File: src/rtl/aes_pnm_pkg.sv
// ============================================================================
// Module      : aes_pnm_pkg
// Description : Shared defaults and FSM state encoding for the AES PNM arbiter
// Revision    : 1.0 - initial release
// ============================================================================
`default_nettype none

package aes_pnm_pkg;

    localparam int N_REQ_DEFAULT     = 4;
    localparam int TO_CYCLES_DEFAULT = 1023;

    typedef enum logic [1:0] {
        ST_IDLE  = 2'd0,
        ST_START = 2'd1,
        ST_RUN   = 2'd2,
        ST_RESP  = 2'd3
    } state_e;

endpackage

`default_nettype wire

File: src/rtl/aes_pnm_rr_arb.sv
// ============================================================================
// Module      : aes_pnm_rr_arb
// Description : Combinational round-robin winner select, searching upward
//               from last_id_i+1 with wrap
// Revision    : 1.0 - initial release
// ============================================================================
`default_nettype none

module aes_pnm_rr_arb
    import aes_pnm_pkg::*;
#(
    parameter int N_REQ = N_REQ_DEFAULT
) (
    input  logic [N_REQ-1:0]         req_i,
    input  logic [$clog2(N_REQ)-1:0] last_id_i,
    output logic [N_REQ-1:0]         grant_o,
    output logic [$clog2(N_REQ)-1:0] idx_o,
    output logic                     any_o
);

    localparam int IW = $clog2(N_REQ);

    logic          found_w;
    logic [IW-1:0] cand_w;

    always_comb begin
        grant_o = '0;
        idx_o   = '0;
        found_w = 1'b0;
        cand_w  = '0;
        // i = N_REQ revisits last_id itself, so a lone requester still wins
        for (int i = 1; i <= N_REQ; i++) begin
            cand_w = IW'((int'(last_id_i) + i) % N_REQ);
            if (!found_w && req_i[cand_w]) begin
                found_w         = 1'b1;
                grant_o[cand_w] = 1'b1;
                idx_o           = cand_w;
            end
        end
    end

    assign any_o = |req_i;

endmodule

`default_nettype wire

File: src/rtl/aes_pnm_job_arbiter.sv
// ============================================================================
// Module      : aes_pnm_job_arbiter
// Description : Shares one AES PNM engine among N_REQ requesters, one job at
//               a time, with round-robin grant and an engine watchdog
// Revision    : 1.0 - initial release
// ============================================================================
`default_nettype none

module aes_pnm_job_arbiter
    import aes_pnm_pkg::*;
#(
    parameter int N_REQ     = N_REQ_DEFAULT,
    parameter int TO_CYCLES = TO_CYCLES_DEFAULT
) (
    input  logic                     clk,
    input  logic                     rst_n,
    input  logic [N_REQ-1:0]         req_valid,
    input  logic [N_REQ-1:0]         req_enc_dec,
    output logic [N_REQ-1:0]         req_ready,
    output logic [N_REQ-1:0]         rsp_valid,
    output logic                     rsp_err,
    output logic                     eng_start,
    output logic                     eng_enc_dec,
    input  logic                     eng_done,
    output logic                     busy,
    output logic [$clog2(N_REQ)-1:0] cur_id
);

    localparam int            IW      = $clog2(N_REQ);
    localparam int            CW      = (TO_CYCLES > 1) ? $clog2(TO_CYCLES) : 1;
    localparam logic [CW-1:0] WD_LAST = CW'(TO_CYCLES - 1);

    state_e        state_q, state_d;
    logic [IW-1:0] cur_id_q, cur_id_d;
    logic [IW-1:0] last_id_q, last_id_d;
    logic          enc_q, enc_d;
    logic          err_q, err_d;
    logic [CW-1:0] wd_q, wd_d;

    logic [N_REQ-1:0] grant_w;
    logic [IW-1:0]    win_idx_w;
    logic             any_req_w;

    aes_pnm_rr_arb #(
        .N_REQ (N_REQ)
    ) u_rr_arb (
        .req_i     (req_valid),
        .last_id_i (last_id_q),
        .grant_o   (grant_w),
        .idx_o     (win_idx_w),
        .any_o     (any_req_w)
    );

    always_ff @(posedge clk or negedge rst_n) begin
        if (!rst_n) begin
            state_q   <= ST_IDLE;
            cur_id_q  <= '0;
            last_id_q <= IW'(N_REQ - 1);
            enc_q     <= 1'b0;
            err_q     <= 1'b0;
            wd_q      <= '0;
        end else begin
            state_q   <= state_d;
            cur_id_q  <= cur_id_d;
            last_id_q <= last_id_d;
            enc_q     <= enc_d;
            err_q     <= err_d;
            wd_q      <= wd_d;
        end
    end

    always_comb begin
        state_d   = state_q;
        cur_id_d  = cur_id_q;
        last_id_d = last_id_q;
        enc_d     = enc_q;
        err_d     = err_q;
        wd_d      = wd_q;
        req_ready = '0;
        rsp_valid = '0;
        rsp_err   = 1'b0;
        eng_start = 1'b0;

        case (state_q)
            ST_IDLE: begin
                if (any_req_w) begin
                    req_ready = grant_w;
                    cur_id_d  = win_idx_w;
                    enc_d     = req_enc_dec[win_idx_w];
                    state_d   = ST_START;
                end
            end
            ST_START: begin
                eng_start = 1'b1;
                wd_d      = '0;
                err_d     = 1'b0;
                state_d   = ST_RUN;
            end
            ST_RUN: begin
                if (wd_q != WD_LAST) begin
                    wd_d = wd_q + 1'b1;
                end
                // done takes priority over a coincident watchdog expiry
                if (eng_done) begin
                    err_d   = 1'b0;
                    state_d = ST_RESP;
                end else if (wd_q == WD_LAST) begin
                    err_d   = 1'b1;
                    state_d = ST_RESP;
                end
            end
            ST_RESP: begin
                rsp_valid[cur_id_q] = 1'b1;
                rsp_err             = err_q;
                last_id_d           = cur_id_q;
                state_d             = ST_IDLE;
            end
            default: begin
                state_d = ST_IDLE;
            end
        endcase
    end

    assign eng_enc_dec = enc_q;
    assign busy        = (state_q != ST_IDLE);
    assign cur_id      = cur_id_q;

endmodule

`default_nettype wire
File: config.mk
export PLATFORM = sky130hd
export DESIGN_NAME = aes_pnm_job_arbiter
export DESIGN_NICKNAME = d
export VERILOG_FILES = /design/src/rtl/aes_pnm_pkg.sv /design/src/rtl/aes_pnm_rr_arb.sv /design/src/rtl/aes_pnm_job_arbiter.sv
export SDC_FILE = /design/constraint.sdc
export NUM_CORES = 1
export LEC_CHECK = 0
export ABC_CLOCK_PERIOD_IN_PS = 5400
export CAP_MARGIN = 15
export CELL_PAD_IN_SITES_DETAIL_PLACEMENT = 1
export CELL_PAD_IN_SITES_GLOBAL_PLACEMENT = 2
export CORE_MARGIN = 2
export CORE_UTILIZATION = 30
export CTS_CLUSTER_DIAMETER = 60
export DETAILED_ROUTE_END_ITERATION = 16
export PLACE_DENSITY_LB_ADDON = 0.1
export REMOVE_ABC_BUFFERS = 1
export SYNTH_ARGS = -nofsm -noshare
export SYNTH_HDL_FRONTEND = slang
export SYNTH_SLANG_ARGS = --single-unit
File: constraint.sdc
create_clock -name clk -period 5.4 [get_ports clk]
set_input_delay 1.35 -clock clk [delete_from_list [all_inputs] [get_ports clk]]
set_output_delay 1.35 -clock clk [all_outputs]
set_load 0.03 [all_outputs]
==> flow_summary.yaml <==
route:
  drt-initial-drc-count: 42
  ant_nets: 0
  firstDrtPassIters: 4
  routed-via-count: 1354
  via_per_inst: 5.168
  wl_um: 3864
  wl_per_cell_um: 14.75
  remaining_drc_errors: 0
floorplanning:
  die_y_um: 74.75
  ioPinCount: 25
  coreArea_mm2: 0.004786
  rows: 25
  dieWidth_um: 74.75
  die_area_mm2: 0.005587
  initial_core_util_pct: 31.37
clock_tree:
  postCtsHoldBufs: 0
  cts_setup_buffers: 0
  tritoncts: "done"
  clkLatencyLatePin_ns: 0.25
  clk_pin_slew_ns: 0.07
  root_buffer: "clkbuf_8"
  cts_buffers: 3
  htree_levels: 1
  cts_sinks: 18
  cts_resized: 0
  clockBufferDepth: 2
timing:
  fin_crit_sh_pct: 95.85
  period_minus_slack_ns: 5.176
  worst_pin_slew_ns: 0.8039
  max_clock_freq_ghz: 0.1932
  finalSetupTns_ns: 0
  timing.final.ws_setup_ns: 0.2240
  setup_viol: 0
  slew_viol_final: 0
  relSlewSlack_pct: 46.24
  skew_ns: 0.004734
  grt_setup_unrepaired: "false"
  hold_viol: 0
synthesis:
  synth.most_common_cell: "nor2_1"
  synth_compound_area_share_pct: 18.50
  netlist_instances: 174
  muxShareOfSynthArea_pct: 7.250
  ys_ff_latch: 18
  synth_top_area_share_pct: 26.67
  synth.area.top_cells: "dfrtp_1 27%, ha_1 12%, nor2_1 6.0%"
  ys_seq_area_share_pct: 30.17
  synth_edf_count: 0
  syn_area_mm2: 0.001501
  synth_top_family_by_area: "simple AND/OR/NAND/NOR gates"
  synth_simple_gate_area_share_pct: 23.33
  synthAdderAreaFrac_pct: 11.67
  synth.distinct_cells: 42
  synth_largest_area_cell: "dfrtp_1"
  ys_top_cells_by_count: "24 x nor2_1, 16 x dfrtp_1, 14 x ha_1, 13 x nand2_1, 10 x inv_1"
  yosys_most_used_dff: "dfrtp_1"
  yosys_warnings: 0
  synth_xor_area_share_pct: 2.333
  async_flop_share_pct: 100.0
  avgSynthCellArea_um2: 8.629
placement:
  hpwl_um: 2961
  preCtsSetupSlack_ns: 0.2270
  gp_congestion: 0.9085
  portBuffers: 24
  post_dp_cell_area_mm2: 0.001777
worst_setup_path:
  critical_path_class: "input pin to output pin"
  startpoint: "req_valid[2]"
  crit_fanout: 10
  arrival_ns: 3.83
  required_ns: 4.05
  end_kind: "output pin"
  start_kind: "input pin"
  timing.rr.start: "last_id_q[0]$_DFFE_PN1P_"
finish:
  antenna_cells: 0
  fin_util_pct: 38.27
  drive_above_1_share_pct: 7.179
  fillCellCount: 581
  syn2layout_area_growth_pct: 22.00
  final_cell_area_mm2: 0.001832
  nNetsFinal: 221
global_route:
  grt_pass1_wl_um: 6720
  antenna_found_initial: 0
  first_global_vias: 1433
  overflow: 0
  grt_max_degree: 22
  grt_use_total_pct: 15.44
run_status:
  status: "completed"
power:
  p_per_area_mw_per_mm2: 523.1
  finalPower_uw: 958.2
  leakagePower_nw: 0.7524
  peakVddDrop_mv: 0.1914
flow_run:
  cap_violations: 0
worst_hold_path:
  hold_start: "wd_q[9]$_DFFE_PN0P_"
  hold_class: "flop to flop"
[per-stage QoR]
step           cells  hold WS, ns
2_1_floorplan    165       0.4566
3_3_place_gp     258       0.4864
3_5_place_dp     258       0.4940
4_1_cts          262       0.5040
5_1_grt          262       0.5353
6_report         262       0.4967
[state kept, by name (all words and copies together), names as in the netlist]
register	count
err_q	1
wd_q	10
eng_enc_dec	1
last_id_q	2
state_q	2
cur_id	2
[worst max-delay path: stages]
cell             delay, ns
clkdlybuf4s50_1       0.57
mux4_2                0.62
nor2b_4               0.22
a22oi_1               0.11
nor2_1                0.10
a221oi_1              0.06
nor2_1                0.11
clkdlybuf4s50_1       0.69
[final cells by class]
cell class                 instances  area (um2)  share of cell area, %
tap                               67       83.83                  4.576
clock buffer                       4       55.05                  3.005
multi-input combinational        137       947.2                  51.71
inverter                          10       37.54                  2.049
sequential                        18       452.9                  24.73
timing repair buffer              26       255.2                  13.93
[layout by cell type, fill, tap and decap left out, types with 2 or more instances in the layout]
cell	count
nand4_1	4
mux2i_1	3
and2_1	2
dfrtp_1	16
a21oi_1	6
buf_4	2
inv_1	10
dfstp_2	2
a21o_1	2
ha_1	14
clkbuf_8	4
o31ai_1	2
a31oi_1	2
nand2b_1	4
or3_1	2
mux4_2	3
a22oi_1	4
o21ai_0	9
nand3_1	8
a32oi_1	2
xor2_1	2
a221oi_1	4
nor2_1	24
o21ai_1	3
clkdlybuf4s50_1	24
xnor2_1	2
nor3_1	5
nor4_1	2
nand2_1	13
nor3b_1	2
a211oi_1	3
[where the power goes]
group	switching [mW]	internal (mW)
Clock	0.0457	0.0648
Combinational	0.349	0.244
Sequential	0.0737	0.181
[layer usage]
metal | share of wire [%] | vias to the layer above | global-route usage [%] | wire (um)
met5 | 0 | - | 0 | 0
li1 | - | 665 | - | -
met3 | 1.5 | 4 | 1.339 | 57
met4 | 1.1 | 0 | 4.960 | 44
met2 | 54 | 18 | 28.42 | 2084
met1 | 43 | 667 | 18.96 | 1676
[logic make-up after synthesis]
kind of cell	count (synthesis)
adder cells (fa/ha/maj)	14
AND/OR/NAND/NOR	71
XOR/XNOR	4
multiplexers	7
buffers and inverters	19
flip-flops	18
AO/OA/AOI/OAI	41
[worst paths after layout]
path | slack (ns) | depth (start not counted) | end
max | 0.22 | 8 | req_ready[3]
min | 0.50 | 1 | wd_q[9]$_DFFE_PN0P_
max reg2reg | 2.55 | 8 | eng_enc_dec$_DFFE_PN0P_
min reg2reg | 0.50 | 1 | wd_q[9]$_DFFE_PN0P_
max in group asynchronous | 3.34 | 1 | eng_enc_dec$_DFFE_PN0P_
min in group asynchronous | 1.56 | 1 | wd_q[0]$_DFFE_PN0P_
(Power assumes the default switching activity.)
